`src/rtl/alu_cmd_sequencer_if.sv`:
```
// Command and response channels between a command source and the ALU sequencer.
// The master drives commands and accepts responses; the slave is the sequencer.
interface alu_cmd_sequencer_if #(
  parameter int WIDTH = 6,
  parameter int SEL_W = 4,
  parameter int RA_W  = 2
);
  logic             cmd_valid;
  logic             cmd_ready;
  logic             cmd_imm_en;
  logic [WIDTH-1:0] cmd_imm;
  logic [SEL_W-1:0] cmd_op;
  logic [RA_W-1:0]  cmd_rd;
  logic [RA_W-1:0]  cmd_rs1;
  logic [RA_W-1:0]  cmd_rs2;

  logic             rsp_valid;
  logic             rsp_ready;
  logic [WIDTH-1:0] rsp_data;
  logic [RA_W-1:0]  rsp_rd;
  logic             rsp_zero;

  modport master (
    output cmd_valid, cmd_imm_en, cmd_imm, cmd_op, cmd_rd, cmd_rs1, cmd_rs2, rsp_ready,
    input  cmd_ready, rsp_valid, rsp_data, rsp_rd, rsp_zero
  );

  modport slave (
    input  cmd_valid, cmd_imm_en, cmd_imm, cmd_op, cmd_rd, cmd_rs1, cmd_rs2, rsp_ready,
    output cmd_ready, rsp_valid, rsp_data, rsp_rd, rsp_zero
  );
endinterface

```
`src/rtl/alu_cmd_sequencer.sv`:
```
// Issues register-file operands to an external combinational ALU, writes the
// result back one cycle later and returns it on a valid/ready response channel.
module alu_cmd_sequencer #(
  parameter int WIDTH = 6,
  parameter int SEL_W = 4,
  parameter int NREG  = 4,
  parameter int RA_W  = 2
) (
  input  logic             clk,
  input  logic             rst_n,
  alu_cmd_sequencer_if.slave bus,
  output logic [WIDTH-1:0] alu_a,
  output logic [WIDTH-1:0] alu_b,
  output logic [SEL_W-1:0] alu_sel,
  input  logic [WIDTH-1:0] alu_result,
  input  logic [RA_W-1:0]  dbg_addr,
  output logic [WIDTH-1:0] dbg_data
);

  typedef enum logic [1:0] {
    IDLE  = 2'd0,
    ISSUE = 2'd1,
    RESP  = 2'd2
  } state_t;

  state_t           state_reg, state_next;
  logic [WIDTH-1:0] reg_file [NREG];
  logic [WIDTH-1:0] alu_a_reg, alu_b_reg;
  logic [SEL_W-1:0] alu_sel_reg;
  logic [RA_W-1:0]  rd_reg;
  logic [WIDTH-1:0] rsp_data_reg;
  logic [RA_W-1:0]  rsp_rd_reg;

  logic             accept;
  logic             accept_imm;
  logic             accept_alu;
  logic             wr_en;
  logic [RA_W-1:0]  wr_addr;
  logic [WIDTH-1:0] wr_data;

  assign accept     = bus.cmd_valid && (state_reg == IDLE);
  assign accept_imm = accept && bus.cmd_imm_en;
  assign accept_alu = accept && !bus.cmd_imm_en;

  // One write port: immediates commit at accept, ALU results at the end of ISSUE.
  assign wr_en   = accept_imm || (state_reg == ISSUE);
  assign wr_addr = (state_reg == ISSUE) ? rd_reg : bus.cmd_rd;
  assign wr_data = (state_reg == ISSUE) ? alu_result : bus.cmd_imm;

  always_ff @(posedge clk or negedge rst_n) begin
    if (!rst_n) begin
      state_reg <= IDLE;
    end else begin
      state_reg <= state_next;
    end
  end

  always_comb begin
    state_next = state_reg;
    case (state_reg)
      IDLE: begin
        if (accept_imm) begin
          state_next = RESP;
        end else if (accept_alu) begin
          state_next = ISSUE;
        end
      end
      ISSUE: state_next = RESP;
      RESP: begin
        if (bus.rsp_ready) begin
          state_next = IDLE;
        end
      end
      default: state_next = IDLE;
    endcase
  end

  always_ff @(posedge clk or negedge rst_n) begin
    if (!rst_n) begin
      for (int i = 0; i < NREG; i++) begin
        reg_file[i] <= '0;
      end
    end else if (wr_en) begin
      reg_file[wr_addr] <= wr_data;
    end
  end

  // Operands are sampled at accept, so rd==rs reads the pre-write value.
  always_ff @(posedge clk or negedge rst_n) begin
    if (!rst_n) begin
      alu_a_reg   <= '0;
      alu_b_reg   <= '0;
      alu_sel_reg <= '0;
      rd_reg      <= '0;
    end else if (accept_alu) begin
      alu_a_reg   <= reg_file[bus.cmd_rs1];
      alu_b_reg   <= reg_file[bus.cmd_rs2];
      alu_sel_reg <= bus.cmd_op;
      rd_reg      <= bus.cmd_rd;
    end
  end

  always_ff @(posedge clk or negedge rst_n) begin
    if (!rst_n) begin
      rsp_data_reg <= '0;
      rsp_rd_reg   <= '0;
    end else if (wr_en) begin
      rsp_data_reg <= wr_data;
      rsp_rd_reg   <= wr_addr;
    end
  end

  assign bus.cmd_ready = (state_reg == IDLE);
  assign bus.rsp_valid = (state_reg == RESP);
  assign bus.rsp_data  = rsp_data_reg;
  assign bus.rsp_rd    = rsp_rd_reg;
  assign bus.rsp_zero  = (rsp_data_reg == '0);

  assign alu_a    = alu_a_reg;
  assign alu_b    = alu_b_reg;
  assign alu_sel  = alu_sel_reg;
  assign dbg_data = reg_file[dbg_addr];

endmodule

```
`src/flat_wrapper.sv`:
```
// flat-port wrapper written by rule: the top's interface ports become plain ports
module alu_cmd_sequencer_flat 
#(
  parameter int WIDTH = 6,
  parameter int SEL_W = 4,
  parameter int NREG  = 4,
  parameter int RA_W  = 2
)
  (clk, rst_n, alu_a, alu_b, alu_sel, alu_result, dbg_addr, dbg_data, bus_cmd_valid, bus_cmd_imm_en, bus_cmd_imm, bus_cmd_op, bus_cmd_rd, bus_cmd_rs1, bus_cmd_rs2, bus_rsp_ready, bus_cmd_ready, bus_rsp_valid, bus_rsp_data, bus_rsp_rd, bus_rsp_zero);
  alu_cmd_sequencer_if #(.WIDTH(WIDTH), .SEL_W(SEL_W), .RA_W(RA_W)) bus_i ();
  input  logic clk;
  input  logic rst_n;
  output logic [WIDTH-1:0] alu_a;
  output logic [WIDTH-1:0] alu_b;
  output logic [SEL_W-1:0] alu_sel;
  input  logic [WIDTH-1:0] alu_result;
  input  logic [RA_W-1:0] dbg_addr;
  output logic [WIDTH-1:0] dbg_data;
  input wire logic [$bits(bus_i.cmd_valid)-1:0] bus_cmd_valid;
  input wire logic [$bits(bus_i.cmd_imm_en)-1:0] bus_cmd_imm_en;
  input wire logic [$bits(bus_i.cmd_imm)-1:0] bus_cmd_imm;
  input wire logic [$bits(bus_i.cmd_op)-1:0] bus_cmd_op;
  input wire logic [$bits(bus_i.cmd_rd)-1:0] bus_cmd_rd;
  input wire logic [$bits(bus_i.cmd_rs1)-1:0] bus_cmd_rs1;
  input wire logic [$bits(bus_i.cmd_rs2)-1:0] bus_cmd_rs2;
  input wire logic [$bits(bus_i.rsp_ready)-1:0] bus_rsp_ready;
  output wire logic [$bits(bus_i.cmd_ready)-1:0] bus_cmd_ready;
  output wire logic [$bits(bus_i.rsp_valid)-1:0] bus_rsp_valid;
  output wire logic [$bits(bus_i.rsp_data)-1:0] bus_rsp_data;
  output wire logic [$bits(bus_i.rsp_rd)-1:0] bus_rsp_rd;
  output wire logic [$bits(bus_i.rsp_zero)-1:0] bus_rsp_zero;
  assign bus_i.cmd_valid = bus_cmd_valid;
  assign bus_i.cmd_imm_en = bus_cmd_imm_en;
  assign bus_i.cmd_imm = bus_cmd_imm;
  assign bus_i.cmd_op = bus_cmd_op;
  assign bus_i.cmd_rd = bus_cmd_rd;
  assign bus_i.cmd_rs1 = bus_cmd_rs1;
  assign bus_i.cmd_rs2 = bus_cmd_rs2;
  assign bus_i.rsp_ready = bus_rsp_ready;
  assign bus_cmd_ready = bus_i.cmd_ready;
  assign bus_rsp_valid = bus_i.rsp_valid;
  assign bus_rsp_data = bus_i.rsp_data;
  assign bus_rsp_rd = bus_i.rsp_rd;
  assign bus_rsp_zero = bus_i.rsp_zero;
  alu_cmd_sequencer #(.WIDTH(WIDTH), .SEL_W(SEL_W), .NREG(NREG), .RA_W(RA_W)) u_core (.clk(clk), .rst_n(rst_n), .bus(bus_i), .alu_a(alu_a), .alu_b(alu_b), .alu_sel(alu_sel), .alu_result(alu_result), .dbg_addr(dbg_addr), .dbg_data(dbg_data));
endmodule
```
`config.mk`:
```
export PLATFORM = sky130hd
export DESIGN_NAME = alu_cmd_sequencer_flat
export DESIGN_NICKNAME = d
export VERILOG_FILES = /design/src/rtl/alu_cmd_sequencer_if.sv /design/src/rtl/alu_cmd_sequencer.sv /design/src/flat_wrapper.sv
export SDC_FILE = /design/constraint.sdc
export NUM_CORES = 1
export LEC_CHECK = 0
export CORE_MARGIN = 8
export CORE_UTILIZATION = 35
export CTS_CLUSTER_SIZE = 24
export DETAILED_ROUTE_END_ITERATION = 8
export GPL_TIMING_DRIVEN = 0
export PLACE_DENSITY = 0.69
export SYNTH_ARGS = -nofsm -noshare
export SYNTH_HDL_FRONTEND = slang
export SYNTH_SLANG_ARGS = --single-unit
```
`constraint.sdc`:
```
create_clock -name clk -period 1.9 [get_ports clk]
set_input_delay 0.38 -clock clk [delete_from_list [all_inputs] [get_ports clk]]
set_output_delay 0.38 -clock clk [all_outputs]
set_load 0.02 [all_outputs]
```
* After elaboration in Yosys (flattened, before gate mapping) *
Index checks and enable logic that the tools add are counted.

storage, ports and cells
  output and inout bits = 33
  logic and storage cells = 51
  register bits after elaboration = 52
  input bits = 29

cells by class
  equality and inequality tests = 4
  $lt $le $gt $ge = 5
  bitwise operators = 4
  mux-type cells = 18
  reductions and logical operators = 9

operators by type and width
  cell                                                        count
  two-way mux 6 bit                                           8
  binary-select mux 6 bit (select 2 bit)                      3
  bitwise mux 24 bit                                          1
  demux 6 bit (select 2 bit)                                  1
  greater-or-equal comparator 3 bit, second input constant    4
  inverter 2 -> 3 bit                                         4
  two-way mux 2 bit                                           4
  zero test 6 bit                                             1
  case mux 2 bit (3 select lines)                             1
  logical AND 1 bit                                           4
  less-than comparator 3 x 1 -> 1 bit, second input constant  1
  != test 3 x 1 -> 1 bit, second input constant               1
  == test 2 x 1 -> 1 bit, second input constant               1
  == test 2 bit, second input constant                        1
  zero test 2 bit                                             1
  != test 2 bit, second input constant                        1
  AND reduction 2 bit                                         1
  zero test 1 bit                                             1
  logical OR 1 bit                                            1

* Depth between registers and ports, before layout *
  depth after elaboration = 8
  gate-level depth with buffers = 5
  depth with buffers taken out = 3

* Worst setup path after synthesis *
OpenSTA, ideal clock, no wires.

  kind = register to output
  from = reg u_core.rsp_data_reg[3], in the netlist u_core.bus.rsp_data[3]
  to = out bus_rsp_zero
  arrival = 1.436 ns
  path slack = 0.084 ns
  stages on the path, launching flop included = 3
  path buffers = 0
  data required time = 1.520 ns
  cells stage by stage = dfrtp_1 or4_1 nor3_1

on the way
  longest elaborated chain between the ends = 1

RTL lines
  item                    RTL line                  RTL
  from (decl)             alu_cmd_sequencer.sv:31   logic [WIDTH-1:0] rsp_data_reg;
  from (signal assigned)  alu_cmd_sequencer.sv:108  rsp_data_reg <= wr_data;
  zero test 6 bit         alu_cmd_sequencer.sv:117  assign bus.rsp_zero = (rsp_data_reg == '0);
  to (decl)               flat_wrapper.sv:31        output wire logic [$bits(bus_i.rsp_zero)-1:0] bus_rsp_zero;

No other way between the ends.

* Worst setup path in the final report *
Ends and elaborated chain as after synthesis.

==> metrics.cfg <==
[status]
status = finished with violations
failed_checks = setup timing

[die]
fp.coreArea_um2 = 7290
die_w_um = 103
boundaryPins = 62
dieHeight_um = 103
rows = 31
start_util = 0.364
design.die.area_um2 = 10600

[detailed_routing]
drt_via_density = 4.98
mean_routed_wirelength_per_cell_um = 17.7
drt_first_pass_iters = 4
detail_route.drc_violations = 0
wl_um = 5830
vias = 1643
postRouteAntennaNets = 0
detailedRoute.firstIterationViolations = 121

[synthesis]
yosysWarnings = 0
yosys.area_share.adder = 0
synth.yosys.seq_area_share = 0.490
synthesis.area_um2 = 2660
post_synth_inst_count = 160
synthXorXnorAreaFrac = 0
ys_top_cells_by_area = sky130_fd_sc_hd__dfrtp_1 49%, sky130_fd_sc_hd__mux4_2 15%, sky130_fd_sc_hd__mux2_2 14%
postSynthNetCount = 189
synth.avg_cell_area_um2 = 16.6
muxShareOfSynthArea = 0.390
synthMostInstantiatedCell = sky130_fd_sc_hd__dfrtp_1
synth.ff_latch_count = 52
proportion_of_register_bits_with_asynchronous_set_or_reset_after_synthesis = 1.00
synth_top_cell_by_area = sky130_fd_sc_hd__dfrtp_1
synth.top_cells.by_count = 52 x sky130_fd_sc_hd__dfrtp_1, 33 x sky130_fd_sc_hd__mux2_2, 18 x sky130_fd_sc_hd__mux4_2
synth_simple_gate_area_frac = 0.0377
compound_cell_area_share_of_the_yosys_netlist = 0.0608
synth_enable_flop_cells = 0
yosys.area.top_type_share = 0.490
synth_ff_type = sky130_fd_sc_hd__dfrtp_1
number_of_library_cell_types_mapped_by_synthesis = 26
dominant_combinational_cell_family_by_area_after_synthesis = multiplexers

[setup_path]
critical_path.slowest_cell = sky130_fd_sc_hd__or4_4
critical_path.cell_chain = or4_4, nor3_4, buf_6
path_class = flop to primary output
rrSetupSlack_ns = 0.17
cp_num_buf_inv = 1
cp.arrival_ns = 1.54
cp_num_cells = 3
critPathMaxStageDelay_ns = 0.55
worst_ep_required_time_ns = 1.52
endpoint = bus_rsp_zero
cp-start-kind = flop
reg2reg_depth = 4
timing.critical_path.from = u_core.bus.rsp_data[3]
worstSetupEndpointType = primary output
critical_path.max_fanout = 3
critical-path-top-delay-family = simple AND/OR/NAND/NOR gates
crit-reg2reg-launch = u_core.state_reg[1]
crit-reg2reg-capture = u_core.alu_b[1]

[timing]
worst_clock_skew_ns = 0.00483
drv_slew = 0
worst_slack_ns = -0.0175
max_clock_freq_mhz = 522
layout_worst_path_cycle_share = 1.01
setup_tns_ns = -0.0175
final.hold.worst_slack_ns = 0.511
setup-violations-final = 1
layout_min_cycle_time_ns = 1.92
worst_slew_margin_rel = 0.495
unrepaired_setup_endpoints_after_global_routing = true
worstMarginPinSlew_ns = 0.755
final_hold_viol_count = 0

[final_layout]
antenna_cell_count = 0
fill_cells = 681
layout-drive-gt1-share = 0.424
finalNonFillerCells = 330
layout-area-overhead-vs-synth_pct = 32.7
total_non_filler_cell_area_in_the_finished_layout_um2 = 3520
number_of_flip_flops_in_the_largest_register = 24
largest_register = u_core.reg_file
nets = 259

[clock_tree]
cts_tree = built
clock_insertion_delay_worst_skew_ns = 0.30
tritoncts_num_sinks = 52
cts-root-to-sink-buffers = 2
cts_made_buffers = 5
htree_num_levels = 2
worst_setup_hold_path_clk_slew_ns = 0.09
ctsRootBufferMaster = sky130_fd_sc_hd__clkbuf_8

[global_route]
grt_usage = 0.116
grt_start_max_net_pins = 38
via_count_of_the_first_global_routing_pass = 1787
grt_first_pass_wirelength_um = 9250
globalRouteOverflowTotal = 0
antenna_found_initial = 0

[run]
maxCapViolations = 0

[min_path]
hp-class = flop to flop

[place]
port-buffer-count = 58
detailedPlacementHpwl_um = 4400
finalWeightedCongestion = 0.748
post-place-cells = 318
post_dp_cell_area_um2 = 3370

[power_and_ir_drop]
pwr_density_cell_nw_per_um2 = 1430
power.leakage_nw = 1.44
power_total_mw = 5.02
vdd_ir_drop_max_uv = 532

==> layer usage <==
layer | vias up | GRT usage | wire [um]
li1 | 753 | - | -
met1 | 844 | 0.149 | 2660
met2 | 40 | 0.186 | 2810
met3 | 6 | 0.0331 | 300
met4 | 0 | 0.0334 | 63
met5 | - | 0 | 0
==> stage by stage <==
stage,utilization,setup slack (ns)
global placement,0.461,-1.13
CTS,0.481,-0.0401
finish,0.483,-0.0175
detailed placement,0.463,-0.498
global route,0.483,-0.0881
floorplan,-,0.0839
==> kinds of logic (layout without fill, tap and decap cells) <==
family          Yosys count  after routing
compound gates           12             12
buf+inv                  13             84
flops                    52             52
mux                      70             70
simple gates             13             13
==> power by group <==
group          switching [mW]  internal [mW]  total [mW]  leakage [nW]
sequential              0.384           1.61        1.99         0.624
combinational           0.922           1.35        2.28         0.767
clock                   0.363          0.390       0.753        0.0541
total                    1.67           3.35        5.02          1.44
==> cell usage in the layout (no fill, tap or decap), drive strengths merged, types with 2 or more instances in the layout <==
cell | netlist | routed
a2bb2oi | 2 | 2
a32oi | 3 | 3
buf | 4 | 11
clkbuf | 4 | 11
clkdlybuf4s15 | 0 | 3
clkdlybuf4s50 | 0 | 47
dfrtp | 52 | 52
dlygate4sd2 | 0 | 3
inv | 5 | 5
mux2 | 52 | 52
mux4 | 18 | 18
nand2 | 2 | 2
nor2 | 2 | 2
nor2b | 2 | 2
o21ai | 2 | 2
o22a | 2 | 2
==> how the worst min path moves through the flow <==
| stage | startpoint | end | slack [ns] | cells past startpoint |
|---|---|---|---|---|
| 4_1_cts | u_core.bus.rsp_rd[0] | u_core.bus.rsp_rd[0] | 0.52 | 1 |
| 3_5_place_dp | rst_n | u_core.alu_sel[1] | 0.33 | 1 |
| 3_3_place_gp | u_core.bus.rsp_rd[0] | u_core.bus.rsp_rd[0] | 0.48 | 1 |
| 5_1_grt | u_core.alu_b[2] | u_core.alu_b[2] | 0.53 | 1 |
| 6_report | u_core.alu_a[3] | u_core.alu_a[3] | 0.51 | 1 |
| 2_1_floorplan | rst_n | u_core.alu_a[0] | 0.08 | 0 |
==> cell type report <==
cell class / count / area, um2 / area share
Sequential cell: 52 / 1300 / 0.369
Buffer: 8 / 40.0 / 0.0114
Tap cell: 99 / 124 / 0.0352
Clock buffer: 5 / 68.8 / 0.0195
Multi-Input combinational cell: 95 / 1310 / 0.373
Inverter: 5 / 18.8 / 0.00533
Timing Repair Buffer: 63 / 614 / 0.174
Clock inverter: 3 / 42.5 / 0.0121
==> what timing repair did <==
action / 4_1_cts / 5_1_grt
hold buffers: 1 / 0
endpoints found under the hold margin: 15 / 0
resized for setup: 28 / 7
setup buffers: 0 / 3
setup endpoints to repair: 9 / 27
pin swaps: 0 / 0
(Power assumes the default switching activity.)
